## config.mk

```make
export PLATFORM = sky130hd
export DESIGN_NAME = sat_counter
export DESIGN_NICKNAME = d
export VERILOG_FILES = /design/src/rtl/test_monitor_sat_counter.sv
export SDC_FILE = /design/constraint.sdc
export NUM_CORES = 1
export LEC_CHECK = 0
export ABC_AREA = 1
export CAP_MARGIN = 30
export CORE_ASPECT_RATIO = 0.8
export CORE_MARGIN = 2
export CORE_UTILIZATION = 35
export DETAILED_ROUTE_END_ITERATION = 16
export GPL_ROUTABILITY_DRIVEN = 0
export SLEW_MARGIN = 20
export SYNTH_ARGS = -nofsm -noshare
export SYNTH_HDL_FRONTEND = slang
export SYNTH_SLANG_ARGS = --single-unit
```

## constraint.sdc

```tcl
create_clock -name clk_i -period 1.6 [get_ports clk_i]
set_input_delay 0.32 -clock clk_i [delete_from_list [all_inputs] [get_ports clk_i]]
set_output_delay 0.32 -clock clk_i [all_outputs]
set_load 0.01 [all_outputs]
```

## src/rtl/test_monitor_sat_counter.sv

```systemverilog
// sat_counter: up-counter that sticks at all-ones.
//   clk_i, rst_i : clock, synchronous active-high reset
//   clr_i        : synchronous clear (wins over inc_i)
//   inc_i        : increment request
//   q_o          : count value
module sat_counter #(
  parameter int W = 16
) (
  input  logic         clk_i,
  input  logic         rst_i,
  input  logic         clr_i,
  input  logic         inc_i,
  output logic [W-1:0] q_o
);

  logic [W-1:0] q_q, q_d;

  always_comb begin
    q_d = q_q;
    if (clr_i) begin
      q_d = '0;
    end else if (inc_i && (q_q != '1)) begin
      q_d = q_q + W'(1);
    end
  end

  always_ff @(posedge clk_i) begin
    if (rst_i) begin
      q_q <= '0;
    end else begin
      q_q <= q_d;
    end
  end

  assign q_o = q_q;

endmodule

```

==> results of run 1 <==
per-layer routing:
| metal | routed length (um) | track usage (%) |
|---|---|---|
| met1 | 1060 | 19.00 |
| met2 | 974 | 23.78 |
| met3 | 115 | 4.978 |
| met4 | 8 | 2.174 |
| met5 | 0 | 0 |
metrics by stage:
step / power (mW) / util, % / area, um2 / TNS, ps / hold slack, ps
after floorplan: 0.4364 / - / 1005 / 0 / 533.7
after global placement: 0.4605 / 45.74 / 1255 / 0 / 505.0
after detailed placement: 0.4613 / 45.74 / 1255 / -64.96 / 508.9
after CTS: 0.7381 / 47.51 / 1304 / 0 / 523.4
after global routing: 0.7592 / 47.88 / 1314 / 0 / 538.1
final: 0.7256 / 47.88 / 1314 / 0 / 511.0
placed cells by master, fill, tap and decap left out, drive strengths merged:
master         synthesis  routed
buf                    2       3
clkdlybuf4s50          0      18
clkbuf                 0       4
a21oi                  7       7
inv                   16      16
and2                   1       1
nand2                 46      46
o21ai                  2       2
dlymetal6s2s           0       1
nand3                 13      13
nand3b                 1       1
nand4                  2       2
and3                   1       1
ha                     1       1
nor2                  48      48
dfxtp                 16      16
path summary, 6_finish.rpt:
| kind | to | slack, ps | cells past startpoint |
|---|---|---|---|
| setup / recovery | q_o[9] | 50 | 1 |
| hold / removal | q_o[15] | 510 | 2 |
| setup reg to reg | q_o[14] | 180 | 8 |
| hold reg to reg | q_o[15] | 510 | 2 |
cells by family (layout without fill, tap and decap cells):
kind of cell | Yosys count | after routing | share of synthesized area (%)
AOI/OAI and AO/OA | 9 | 9 | 4.483
adders and majority gates | 1 | 1 | 1.245
buffers and inverters | 18 | 42 | 8.218
DFF | 16 | 16 | 31.88
and+or+nand+nor | 112 | 112 | 54.17
tightest hold or removal path, delay by kind of cell (launching register included):
kind	cells	cell delay, ps
and+or+nand+nor	1	80
AOI/OAI and AO/OA	1	40
DFF	1	360
power by group through the flow:
stage / Combinational [mW] / Sequential [mW] / Clock, mW
after global routing: 0.0555 / 0.401 / 0.302
after detailed placement: 0.0492 / 0.412 / 0
after CTS: 0.0494 / 0.403 / 0.286
after floorplan: 0.0236 / 0.413 / 0
after global placement: 0.0486 / 0.412 / 0
final: 0.0490 / 0.401 / 0.276
final cells by class:
| type | count | area [um2] |
|---|---|---|
| Tap cell | 38 | 47.55 |
| Timing Repair Buffer | 22 | 227.7 |
| Clock buffer | 4 | 36.28 |
| Inverter | 16 | 60.06 |
| Fill cell | 294 | 1430 |
| Sequential cell | 16 | 340.3 |
| Multi-Input combinational cell | 122 | 601.8 |
timing repair:
action / CTS / global route
gates resized for setup: 10 / 6
hold endpoints to repair: 0 / 0
setup endpoints to repair: 10 / 7
Yosys cell counts, drive strengths merged:
cell type / count / area share (%)
nand4: 2 / 2.7
buf: 2 / 2.2
inv: 16 / 6.0
ha: 1 / 1.2
nand3: 13 / 6.5
dfxtp: 16 / 32
and2: 1 / 0.75
a21oi: 7 / 3.5
o21ai: 2 / 1.0
nand3b: 1 / 0.75
nand2: 46 / 19
nor2: 48 / 24
and3: 1 / 0.75
==> out/metrics.cfg, run 1 <==
[cts]
cts.hold.buffers_added=0
cts_sinks=16
cts_tree=built
cts_root_buffer=clkbuf_4
clkSlewWorstSetupHoldPaths_ps=100
cts_htree_levels=1
cts_buffers=3
worstSkewPairLatency_ps=290
post_cts_buffers=0
clk_path_buf_depth=2

[route]
routed_wl_um=2158
viasPerCell=4.518
dr.pass1.iters=4
wl_per_cell_um=9.899
vias=985
drc=0
antenna_left=0
dr.first_iter.drc_count=37

[global_route]
grt-ovfl-total=0
grt_pass1_vias=865
grt_max_degree=17
grt_first_pass_wirelength_um=3795
antenna_found_initial=0
globalRouteTotalUtil_pct=14.57

[worst_setup_path]
slowest_delay_ps=540
reg2reg_from=q_o[1]
cp_max_fo=5
cp-end-kind=output pin
path_delay_family=buffers and inverters
criticalPathCategory=flip-flop to output pin
crit_path_start=q_o[9]
crit_buf_inv=1
cpMaxStageDelayCell=clkdlybuf4s50_1
cp_data_required_time_ps=1280
crit_chain=clkdlybuf4s50_1
crit_arrival_ps=1230
critPathLaunchType=flip-flop

[pwr]
p_sw_mw=0.1622
vdd_drop_max_mv=0.3354
p_clk_share_pct=38.0
power_frac_comb_pct=6.8
seqPwrFrac_pct=55.3
p_int_mw=0.5634
power_leakage_nw=0.5452
powerDensity_nw_per_um2=552.3
swShare_pct=22.35

[floorplanning]
rows=17
coreArea_um2=2744
die_h_um=51.92
ios=20
die-area_um2=3318
die_w_um=63.90
floorplan.initialDensity_pct=36.62

[outcome]
status=complete, no violations

[min_path]
hold_path.class=flip-flop to flip-flop
worst_hold_startpoint=q_o[15]

[sta]
tightest_slew_ps=241.5
rsz0062_at_grt=false
fmax_mhz=644.5
min_period_ps=1552
drv_slew=0
skew_ps=5.277
layout_setup_ws_ps=48.44
min_period_over_period_pct=96.97
final-setup-viol-count=0
hold_viol_final=0
timing.slew.headroom_pct=83.84

[cells_and_area]
fin_cells=218
area_growth_syn_to_layout_pct=30.76
layout-drive-gt1-share_pct=21.11
fin_nets=186
antenna_cells=0
largest_reg_flops=16

[placement]
placed_cells=214
pre_cts_ws_ps=-40.64
port_buffers=19
hpwl_um=1707

[synth]
yosys_register_bits=16
ys_warn_count=0
synth_cells=156
synth_nets=161
syn-cell-area_um2=1005
yosysSeqAreaShare_pct=31.88
ys_types=20
avgSynthCellArea_um2=6.440

[flow_run]
maxCapViolations=0

Power figures use the tool's default switching activity.
==> inputs of run 2 (changes only) <==
--- a/config.mk
+++ b/config.mk
@@ -12,6 +12,7 @@
 export CORE_UTILIZATION = 35
 export DETAILED_ROUTE_END_ITERATION = 16
 export GPL_ROUTABILITY_DRIVEN = 0
+export PLACE_DENSITY = 0.56
 export SLEW_MARGIN = 20
 export SYNTH_ARGS = -nofsm -noshare
 export SYNTH_HDL_FRONTEND = slang
==> out/metrics.cfg, run 2 (same netlist as run 1, synthesis figures left out) <==
[outcome]
status=complete, no violations

[route]
wl_per_cell_um=10.55  ; +6.6%
vias=1005  ; +2.0%
routed_wl_um=2289  ; +6.1%
dr.first_iter.drc_count=60  ; +62%
antenna_left=0  ; unchanged
viasPerCell=4.631  ; +2.5%
drc=0  ; unchanged
dr.pass1.iters=4  ; unchanged

[worst_setup_path]
cp_max_fo=5  ; unchanged
slowest_delay_ps=550  ; about the same
crit_arrival_ps=1230  ; about the same
path_delay_family=buffers and inverters
crit_chain=clkdlybuf4s50_1
crit_buf_inv=1  ; unchanged
criticalPathCategory=flip-flop to output pin
cpMaxStageDelayCell=clkdlybuf4s50_1
cp_data_required_time_ps=1280  ; about the same
cp-end-kind=output pin
critPathLaunchType=flip-flop

[sta]
tightest_slew_ps=225.7  ; -15.82 ps
min_period_ps=1550  ; -1.167 ps
drv_slew=0  ; unchanged
timing.slew.headroom_pct=84.92  ; +1.1 points
hold_viol_final=0  ; unchanged
fmax_mhz=645.0  ; about the same
skew_ps=10.04  ; +4.767 ps
min_period_over_period_pct=96.90  ; about the same
rsz0062_at_grt=false
final-setup-viol-count=0  ; unchanged

[cells_and_area]
fin_nets=186  ; unchanged
layout_common_cells=nand2_1, nor2_1, clkdlybuf4s50_1
antenna_cells=0  ; unchanged
layout-drive-gt1-share_pct=21.23  ; +0.12 points
fin_cells=217  ; -0.46%
final_util_pct=47.20  ; -0.68 points
design_area_um2=1295  ; -1.4%
largest_reg_flops=16  ; unchanged
final_common_cell=nand2_1
area_growth_syn_to_layout_pct=28.89
fillers=289  ; -1.7%

[floorplanning]
die-area_um2=3318  ; unchanged
die_h_um=51.92  ; unchanged
ios=20  ; unchanged
coreArea_um2=2744  ; unchanged
die_w_um=63.90  ; unchanged
floorplan.initialDensity_pct=36.62  ; unchanged
rows=17  ; unchanged

[pwr]
vdd_drop_max_mv=0.3837  ; +14%
power_leakage_nw=0.5531  ; +1.5%
powerDensity_nw_per_um2=512.1  ; -7.3%
power_mw=0.6631  ; -8.6%

[cts]
cts.hold.buffers_added=0  ; unchanged
cts_sinks=16  ; unchanged
clk_path_buf_depth=2  ; unchanged
cts_root_buffer=clkbuf_4
worstSkewPairLatency_ps=290  ; about the same
clkSlewWorstSetupHoldPaths_ps=100  ; about the same
post_cts_buffers=0  ; unchanged
cts_buffers=3  ; unchanged
cts_htree_levels=1  ; unchanged
cts_tree=built

[placement]
port_buffers=19  ; unchanged
hpwl_um=1721  ; +0.86%
placed_cell_area_um2=1242  ; -1.0%
placed_cells=214  ; unchanged

[global_route]
grt_first_pass_wirelength_um=3946  ; +4.0%
antenna_found_initial=0  ; unchanged
grt_max_degree=17  ; unchanged
grt-ovfl-total=0  ; unchanged
globalRouteTotalUtil_pct=15.58  ; +1.0 points
grt_pass1_vias=879  ; +1.6%

[min_path]
hold_path.class=flip-flop to flip-flop

[flow_run]
maxCapViolations=0  ; unchanged

## run 2: cell types whose count changed in the layout (fill, tap and decap cells not counted), sizes merged
cell / change
clkbuf: -1
clkdlybuf4s50: -1
dlymetal6s2s: +1
## run 2: final cells by class
class / count / area (um2) / area share, %
Multi-Input combinational cell: 122 / 604.3 / 46.67
Sequential cell: 16 / 342.8 / 26.47
Timing Repair Buffer: 22 / 217.7 / 16.81
Inverter: 16 / 60.06 / 4.638
Tap cell: 38 / 47.55 / 3.672
Clock buffer: 3 / 22.52 / 1.739
## run 2: timing repair
action	in CTS	in global routing
gates resized for setup	7	12
pin swaps	0	1
setup endpoints to repair	7	17
gates cloned	0	0
## run 2: power breakdown
group          switching [mW]  total (mW)  internal [mW]  leakage (nW)
registers             0.00247       0.399          0.397         0.137
logic                  0.0233      0.0463         0.0230         0.403
clock network           0.130       0.218         0.0876        0.0138
## run 2: worst paths after layout
check	from	end	slack, ps	depth (start not counted)
min	q_o[0]	q_o[0]	520	2
min reg2reg	q_o[0]	q_o[0]	520	2
max reg2reg	q_o[1]	q_o[13]	170	6
max	q_o[8]	q_o[8]	50	1
## run 2: metrics by stage
step | hold WS, ps | setup TNS (ps) | worst slack [ps]
after floorplan | 533.7 | 0 | 172.6
after global placement | 509.1 | 0 | 4.256
after detailed placement | 526.5 | -84.14 | -48.10
after CTS | 531.5 | 0 | 8.436
after global routing | 541.9 | 0 | 4.781
final | 517.9 | 0 | 49.61
## run 2: per-layer routing
layer / routed length (um) / global-route usage, % / up-vias
li1: - / - / 529
met1: 1143 / 19.97 / 448
met4: 16 / 5.072 / 0
met3: 103 / 4.545 / 2
met5: 0 / 0 / -
met2: 1025 / 25.17 / 26
